File: src/rtl/seg_scan_pkg.sv
// Shared types and helpers for the multiplexed 7-segment BCD scan driver.
package seg_scan_pkg;

  typedef logic [3:0] bcd_t;

  localparam bcd_t BCD_MAX = 4'd9;

  // Widest display the suppression helper can handle; designs pad up to this.
  localparam int MAX_DIG = 16;

  // True when the nibble is a code the segment decoders understand.
  function automatic logic is_bcd(input bcd_t d);
    return (d <= BCD_MAX);
  endfunction

  // Per-digit leading-zero suppress vector: bit i is set when digit i and every
  // more significant digit are zero. Digit 0 is never suppressed so a value of
  // zero still shows a single "0".
  function automatic logic [MAX_DIG-1:0] lz_mask(input logic [4*MAX_DIG-1:0] value,
                                                 input int n_dig);
    logic [MAX_DIG-1:0] mask;
    logic higher_zero;
    mask = '0;
    higher_zero = 1'b1;
    for (int i = MAX_DIG - 1; i >= 0; i--) begin
      if (i < n_dig) begin
        higher_zero = higher_zero && (value[4*i +: 4] == 4'd0);
        if (i > 0) mask[i] = higher_zero;
      end
    end
    return mask;
  endfunction

endpackage

File: src/rtl/scan_prescaler.sv
// Slot timer: counts clk cycles within one digit slot, flags the last cycle of
// the slot and the anti-ghosting dead time at the start of the slot.
module scan_prescaler #(
  parameter int TICK_DIV = 50000,
  parameter int DEAD_CYC = 16
) (
  input  logic clk,
  input  logic rst_n,
  output logic tick,
  output logic dead
);

  localparam int CNT_W = (TICK_DIV > 1) ? $clog2(TICK_DIV) : 1;

  logic [CNT_W-1:0] div_cnt;

  assign tick = (div_cnt == CNT_W'(TICK_DIV - 1));
  assign dead = (div_cnt < CNT_W'(DEAD_CYC));

  // Free-running divider that wraps once per digit slot.
  always_ff @(posedge clk or negedge rst_n) begin
    if (!rst_n) begin
      div_cnt <= '0;
    end else if (tick) begin
      div_cnt <= '0;
    end else begin
      div_cnt <= div_cnt + CNT_W'(1);
    end
  end

endmodule

File: src/rtl/bcd_scan_driver.sv
// Time-multiplexed common-anode 7-segment driver: steps through the digits of
// a double-buffered BCD value and drives one nibble plus one digit enable per slot.
module bcd_scan_driver
  import seg_scan_pkg::*;
#(
  parameter int N_DIG    = 4,
  parameter int TICK_DIV = 50000,
  parameter int DEAD_CYC = 16
) (
  input  logic               clk,
  input  logic               rst_n,
  input  logic               load,
  input  logic [4*N_DIG-1:0] value_in,
  input  logic               lz_en,
  output logic [3:0]         bcd_out,
  output logic [N_DIG-1:0]   dig_en_n,
  output logic               blank,
  output logic               frame_done,
  output logic               load_err
);

  localparam int SLOT_W = $clog2(N_DIG);

  logic                   tick;
  logic                   dead;
  logic                   frame_end;
  logic [SLOT_W-1:0]      slot;
  logic [4*N_DIG-1:0]     active;
  logic [4*N_DIG-1:0]     shadow;
  logic                   pending;
  logic [N_DIG-1:0]       slot_onehot;
  logic [MAX_DIG-1:0]     slot_wide;
  logic [4*MAX_DIG-1:0]   act_wide;
  logic [MAX_DIG-1:0]     sup_all;
  bcd_t                   cur_nib;
  logic                   cur_sup;
  logic                   value_bad;

  scan_prescaler #(
    .TICK_DIV (TICK_DIV),
    .DEAD_CYC (DEAD_CYC)
  ) u_prescaler (
    .clk   (clk),
    .rst_n (rst_n),
    .tick  (tick),
    .dead  (dead)
  );

  assign frame_end = tick && (slot == SLOT_W'(N_DIG - 1));

  // Advance to the next digit at the end of every slot, wrapping after the last.
  always_ff @(posedge clk or negedge rst_n) begin
    if (!rst_n) begin
      slot <= '0;
    end else if (tick) begin
      slot <= frame_end ? '0 : slot + SLOT_W'(1);
    end
  end

  // Double buffer: loads land in shadow, and only move to the displayed value at
  // a frame boundary so a frame never mixes digits from two values.
  always_ff @(posedge clk or negedge rst_n) begin
    if (!rst_n) begin
      active  <= '0;
      shadow  <= '0;
      pending <= 1'b0;
    end else begin
      if (frame_end && pending) active <= shadow;
      if (load) begin
        shadow  <= value_in;
        pending <= 1'b1;
      end else if (frame_end) begin
        pending <= 1'b0;
      end
    end
  end

  // Select the current digit's nibble, enable and suppress bit for this slot.
  always_comb begin
    slot_onehot = '0;
    cur_nib     = '0;
    for (int i = 0; i < N_DIG; i++) begin
      slot_onehot[i] = (slot == SLOT_W'(i));
      if (slot == SLOT_W'(i)) cur_nib = active[4*i +: 4];
    end
    slot_wide              = '0;
    slot_wide[N_DIG-1:0]   = slot_onehot;
    act_wide               = '0;
    act_wide[4*N_DIG-1:0]  = active;
    sup_all                = lz_mask(act_wide, N_DIG);
    cur_sup                = |(sup_all & slot_wide);
  end

  // Flag an incoming value that carries any non-BCD nibble.
  always_comb begin
    value_bad = 1'b0;
    for (int i = 0; i < N_DIG; i++) begin
      if (!is_bcd(value_in[4*i +: 4])) value_bad = 1'b1;
    end
  end

  // Registered outputs, one cycle behind the counter state they describe.
  always_ff @(posedge clk or negedge rst_n) begin
    if (!rst_n) begin
      bcd_out    <= '0;
      dig_en_n   <= '1;
      blank      <= 1'b1;
      frame_done <= 1'b0;
      load_err   <= 1'b0;
    end else begin
      bcd_out    <= cur_nib;
      frame_done <= frame_end;
      load_err   <= load && value_bad;
      if (dead) begin
        dig_en_n <= '1;
        blank    <= 1'b1;
      end else begin
        dig_en_n <= ~slot_onehot;
        blank    <= !is_bcd(cur_nib) || (lz_en && cur_sup);
      end
    end
  end

endmodule

File: config.mk
export PLATFORM = sky130hd
export DESIGN_NAME = bcd_scan_driver
export DESIGN_NICKNAME = d
export VERILOG_FILES = /design/src/rtl/seg_scan_pkg.sv /design/src/rtl/scan_prescaler.sv /design/src/rtl/bcd_scan_driver.sv
export SDC_FILE = /design/constraint.sdc
export NUM_CORES = 1
export LEC_CHECK = 0
export CAP_MARGIN = 10
export CORE_MARGIN = 4
export CORE_UTILIZATION = 45
export CTS_CLUSTER_DIAMETER = 100
export DETAILED_ROUTE_END_ITERATION = 8
export GPL_TIMING_DRIVEN = 0
export PLACE_DENSITY = 0.71
export RECOVER_POWER = 50
export SYNTH_ARGS = -nofsm -noshare
export SYNTH_HDL_FRONTEND = slang
export SYNTH_SLANG_ARGS = --single-unit
File: constraint.sdc
create_clock -name clk -period 2.12 [get_ports clk]
set_input_delay 0.424 -clock clk [delete_from_list [all_inputs] [get_ports clk]]
set_output_delay 0.424 -clock clk [all_outputs]
set_load 0.01 [all_outputs]
== After elaboration in Yosys (flattened, before gate mapping) ==
Cells that the tools add are included.
Word-level totals
  memory bits (read-only): 0
  memories: 0
  logic and storage cells: 52
  bits of input ports: 20
  latch bits: 0
  flip-flop bits (word level): 62
  RAM bits: 0
Cells by class
  multiply operators: 0
  div/mod/pow operators: 0
  order comparisons: 6
  equality and inequality tests: 4
  reductions and logical operators: 14
  bitwise gates (word level): 2
  add/sub/neg operators: 2
  shift-type cells: 0
  muxes and demuxes: 14
Operators with widths (number)
  4-bit <= comparator, second input constant: 5
  4-bit two-way mux: 5
  16-bit by 1-bit adder with 16-bit output, second input constant: 1
  16-bit == test, second input constant: 1
  16-bit by 5-bit < comparator with 1-bit output, second input constant: 1
  16-bit two-way mux: 1
  16-bit OR reduction: 1
  4-bit zero test: 3
  1-bit two-way mux: 7
  1-bit logical AND: 6
  4-bit bitwise AND: 1
  2-bit == test, second input constant: 2
  4-bit NOT: 1
  2-bit by 1-bit adder with 2-bit output, second input constant: 1
  2-bit by 1-bit == test with 1-bit output, second input constant: 1
  2-bit zero test: 1
  2-bit two-way mux: 1
  2-bit nonzero test: 1
  1-bit zero test: 1
  1-bit logical OR: 1

== Depth between registers and ports, before layout ==
  depth in word-level cells: 9
  mapped depth: 8
  mapped depth without buffers: 6

== By module ==
A second synthesis with hierarchy kept.
Second synthesis, totals
  cells, all modules: 212
  area, all modules: 2722.6 um^2
Modules (own cells, without submodules)
  bcd_scan_driver: sequential area each 1157.4 um^2, instances 1, area an instance 1954.4 um^2, cells each 140
  scan_prescaler: sequential area each 400.4 um^2, instances 1, area an instance 768.2 um^2, cells each 72

== Worst setup path before layout ==
Ideal clock, no wire load.
  kind: flip-flop to flip-flop
  from: register u_prescaler.div_cnt[0]
  to: register active[10]
  required time: 1995 ps
  path buffers: 3
  clock period less this slack: 1949 ps
  setup time: 125 ps
  arrival: 1824 ps
  cell stages (with the launch flop): 9
  slack: 171 ps
  path through: dfrtp_1 > ha_1 > and4_4 > and4_1 > buf_6 > and3_4 > buf_6 > buf_12 > mux2_4
On the way
  word-level cells in the longest chain between the ends: 3
RTL lines
  from (decl): line scan_prescaler.sv:15  | logic [CNT_W-1:0] div_cnt;
  from (signal assigned): line scan_prescaler.sv:27  | div_cnt <= div_cnt + CNT_W'(1);
  16-bit == test: line scan_prescaler.sv:17  | assign tick = (div_cnt == CNT_W'(TICK_DIV - 1));
  1-bit logical AND: line bcd_scan_driver.sv:49  | assign frame_end = tick && (slot == SLOT_W'(N_DIG - 1));
  1-bit logical AND: line bcd_scan_driver.sv:68  | if (frame_end && pending) active <= shadow;
  to (signal assigned): line bcd_scan_driver.sv:68
  to (decl): line bcd_scan_driver.sv:28  | logic [4*N_DIG-1:0] active;
No other way between the ends.
A chain may end at the register's enable or synchronous reset.

== Final worst setup path ==
  from: register u_prescaler.div_cnt[0]
  to: register active[8]
The elaborated chain is that of the path after synthesis.

==> reports/summary.txt <==
Run status = completed
RR Startpoint = u_prescaler.div_cnt[0]$_DFF_PN0_
Layout cells sized above 1 = 22.1%
Met3 Use GR = 4.13%
Avg Cell Area, Syn = 12.6 um^2
Internal power = 1810 uW
CTS Buf Count = 9
Via count = 1718
Row count = 28
Combinational Power Share = 4.7%
R2r worst-path depth = 8
Finished Layout Cells = 337
Rel. slew slack = 16.3%
Distinct cell type count of the synthesized netlist = 34
Fmax = 490 MHz
Grt ovf = 0
Final hold violations = 0
Final ANT Viol Nets = 0
Io pins = 31
GR Layer Usage met1 = 20.7%
Post-synthesis sequential area ratio = 57.1%
Clock power frac = 40.9%
CTS tree = done
Peak VDD IR = 393 uV
Pre-CTS WS = 0.0668 ns
CP startpoint kind = flop
Placed Instances = 322
Worst EP required = 2.33 ns
Leakage = 0.00143 uW
Largest net degree at the start of global routing = 40
Critical Path End Type = flop
RSZ-0062 raised after global routing = false
HPWL after detailed placement = 3490 um
Core Util, Final = 56.0%
Period utilization = 96.3%
Core area = 5890 um^2
R2r setup slk = 0.08 ns
Gr usage total = 14.8%
Pwr Total = 2270 uW
Top cell type by total area after synthesis = dfrtp_1
Max-cap violations = 0
Htree depth = 3
Mapped Area = 2730 um^2
Clk pin slew, worst setup/hold paths = 0.07 ns
Synth warnings = 0
DRT iter0 DRCs = 103
Drt pass-1 iters = 4
Initial antenna violation count = 0
Routed len/inst = 14.5 um
Root Driver = clkbuf_8
Global-route wire length before repair = 8360 um
Cell with the most instances after synthesis = dfrtp_1
Number of global-route vias before repair = 1730
Sw Share = 20.4%
Vias per inst = 5.10
Design Area, Final = 3300 um^2
Cell Area, Placed = 3130 um^2
Slew Viols, Final = 0
Critical path arrival = 2.25 ns
Die ar. = 7370 um^2
Part of the power in registers = 54.4%
Syn_nets = 242
Top_reg_cell synth = dfrtp_1
Top cells by area, synth = dfrtp_1, mux2_2, mux2_4
CTS sink count = 62
Setup WS post-layout = 0.0781 ns
Die Y-Extent = 85.8 um
Final Skew = 0.0107 ns
Hold WC Path Type = in2async
Syn Inst Count = 217
PortBufs = 29
Net Sw Power = 463 uW
RD Place Congestion = 0.876
Area Overhead vs Synth = 21.0%
Post-synth top area share = 52.3%
Die Wd = 85.8 um
DR DRC count = 0
GRT Max-Usage Layer = met2
Seq cells post-synth = 62
Worst Max-Slew Pin Slew = 1.26 ns
Met2 usage = 21.5%
Initial core utilization = 46.3%
N_diodes = 0
Clock Latency Late Sink = 0.33 ns
Post-synth EDFFs = 0
Tmin final = 2.04 ns
Most instantiated cells after synthesis = dfrtp_1, mux2_2, nor2_1
Asr flop ratio synth = 100%
FF-to-FF End = active[8]$_DFFE_PN0P_
Clock Path Buffers = 2
DRT Wirelength = 4870 um
Final setup vio count = 0
Pwr Density = 688 nW/um^2
Critical Path Fanout Max = 10
NumNets Final = 284
Crit path kind = reg2reg
-- cell type report --
| type | count | area (um^2) |
|---|---|---|
| plain buffers | 10 | 76.3 |
| clock buffers | 12 | 135 |
| clock inverters | 2 | 35.0 |
| fillers | 490 | 2590 |
| inverters | 8 | 30.0 |
| multi-input cells | 137 | 1070 |
| flip-flops and latches | 62 | 1560 |
| well taps | 75 | 93.8 |
| repair buffers | 31 | 299 |
-- logic make-up after synthesis --
group / share of synthesized area (%)
buf+inv: 3.90
mux: 15.0
compound gates: 4.68
fa+ha+maj: 2.29
xor+xnor: 4.18
simple gates: 12.8
flops: 57.1
-- routing by layer --
metal  share of wire (%)  vias to the layer above  routed length [um]
met1                  47                      833                2270
met2                  47                       39                2300
met4                 1.8                        0                  89
li1                    -                      837                   -
met5                   0                        -                   0
met3                 4.5                        9                 221
-- worst max-delay path, cell delays in order, from the launching register on --
cell and delay, ns:
dfrtp_1 0.40, ha_1 0.25, and4_4 0.20, and4_1 0.20
buf_6 0.13, and3_4 0.17, buf_6 0.13, buf_12 0.15
mux2_4 0.29
-- sequential cells by signal, summed over array words and instances, names as in the netlist --
signal               cells
active                  16
bcd_out                  4
blank                    1
dig_en_n                 4
frame_done               1
load_err                 1
pending                  1
shadow                  16
slot                     2
u_prescaler.div_cnt     16
-- stage by stage --
step / hold slack (ns) / TNS (ns)
after CTS: 0.0772 / 0
after global placement: 0.486 / -76.67
after detailed placement: 0.440 / 0
after global routing: 0.457 / 0
final: 0.342 / 0
after floorplan: 0.128 / 0
-- what timing repair did --
| item | 4_1_cts | 5_1_grt |
|---|---|---|
| buffers inserted | 0 | 1 |
| resized for setup | 0 | 2 |
| endpoints found under the hold margin | 0 | 0 |
| setup endpoints to repair | 0 | 10 |
| hold buffers | 0 | 0 |
-- layout by cell type, fill, tap and decap left out, types with 2 or more instances in the layout --
cell type	n
and4_1	2
mux2_2	23
nand2_1	14
ha_1	5
inv_1	8
buf_6	3
a21oi_1	4
xnor2_1	10
a211oi_1	4
nor3b_1	2
o21ai_0	9
nor4_1	5
nand3_1	5
mux2_4	10
clkdlybuf4s50_1	28
clkbuf_1	10
nor2b_1	3
nor3_1	5
nor2_1	15
dfrtp_1	57
nand3b_1	3
xor2_1	3
clkbuf_8	9
nand4_1	5
dfstp_2	5
-- power groups by stage --
stage	registers [uW]	logic, uW	clock network (uW)
3_5_place_dp	1250	114	0
6_report	1230	107	929
2_1_floorplan	1250	41.8	0
5_1_grt	1240	119	1020
3_3_place_gp	1250	107	0
4_1_cts	1230	114	964
-- worst max path at each step --
stage,end,slack [ns],startpoint
floorplan,active[10]$_DFFE_PN0P_,0.17,u_prescaler.div_cnt[0]$_DFF_PN0_
global placement,shadow[9]$_DFFE_PN0P_,-1.29,rst_n
detailed placement,active[5]$_DFFE_PN0P_,0.07,u_prescaler.div_cnt[0]$_DFF_PN0_
CTS,active[5]$_DFFE_PN0P_,0.05,u_prescaler.div_cnt[0]$_DFF_PN0_
global route,active[11]$_DFFE_PN0P_,0.002,u_prescaler.div_cnt[7]$_DFF_PN0_
finish,active[8]$_DFFE_PN0P_,0.08,u_prescaler.div_cnt[0]$_DFF_PN0_
Note: power is estimated with default switching activity, not from simulation.
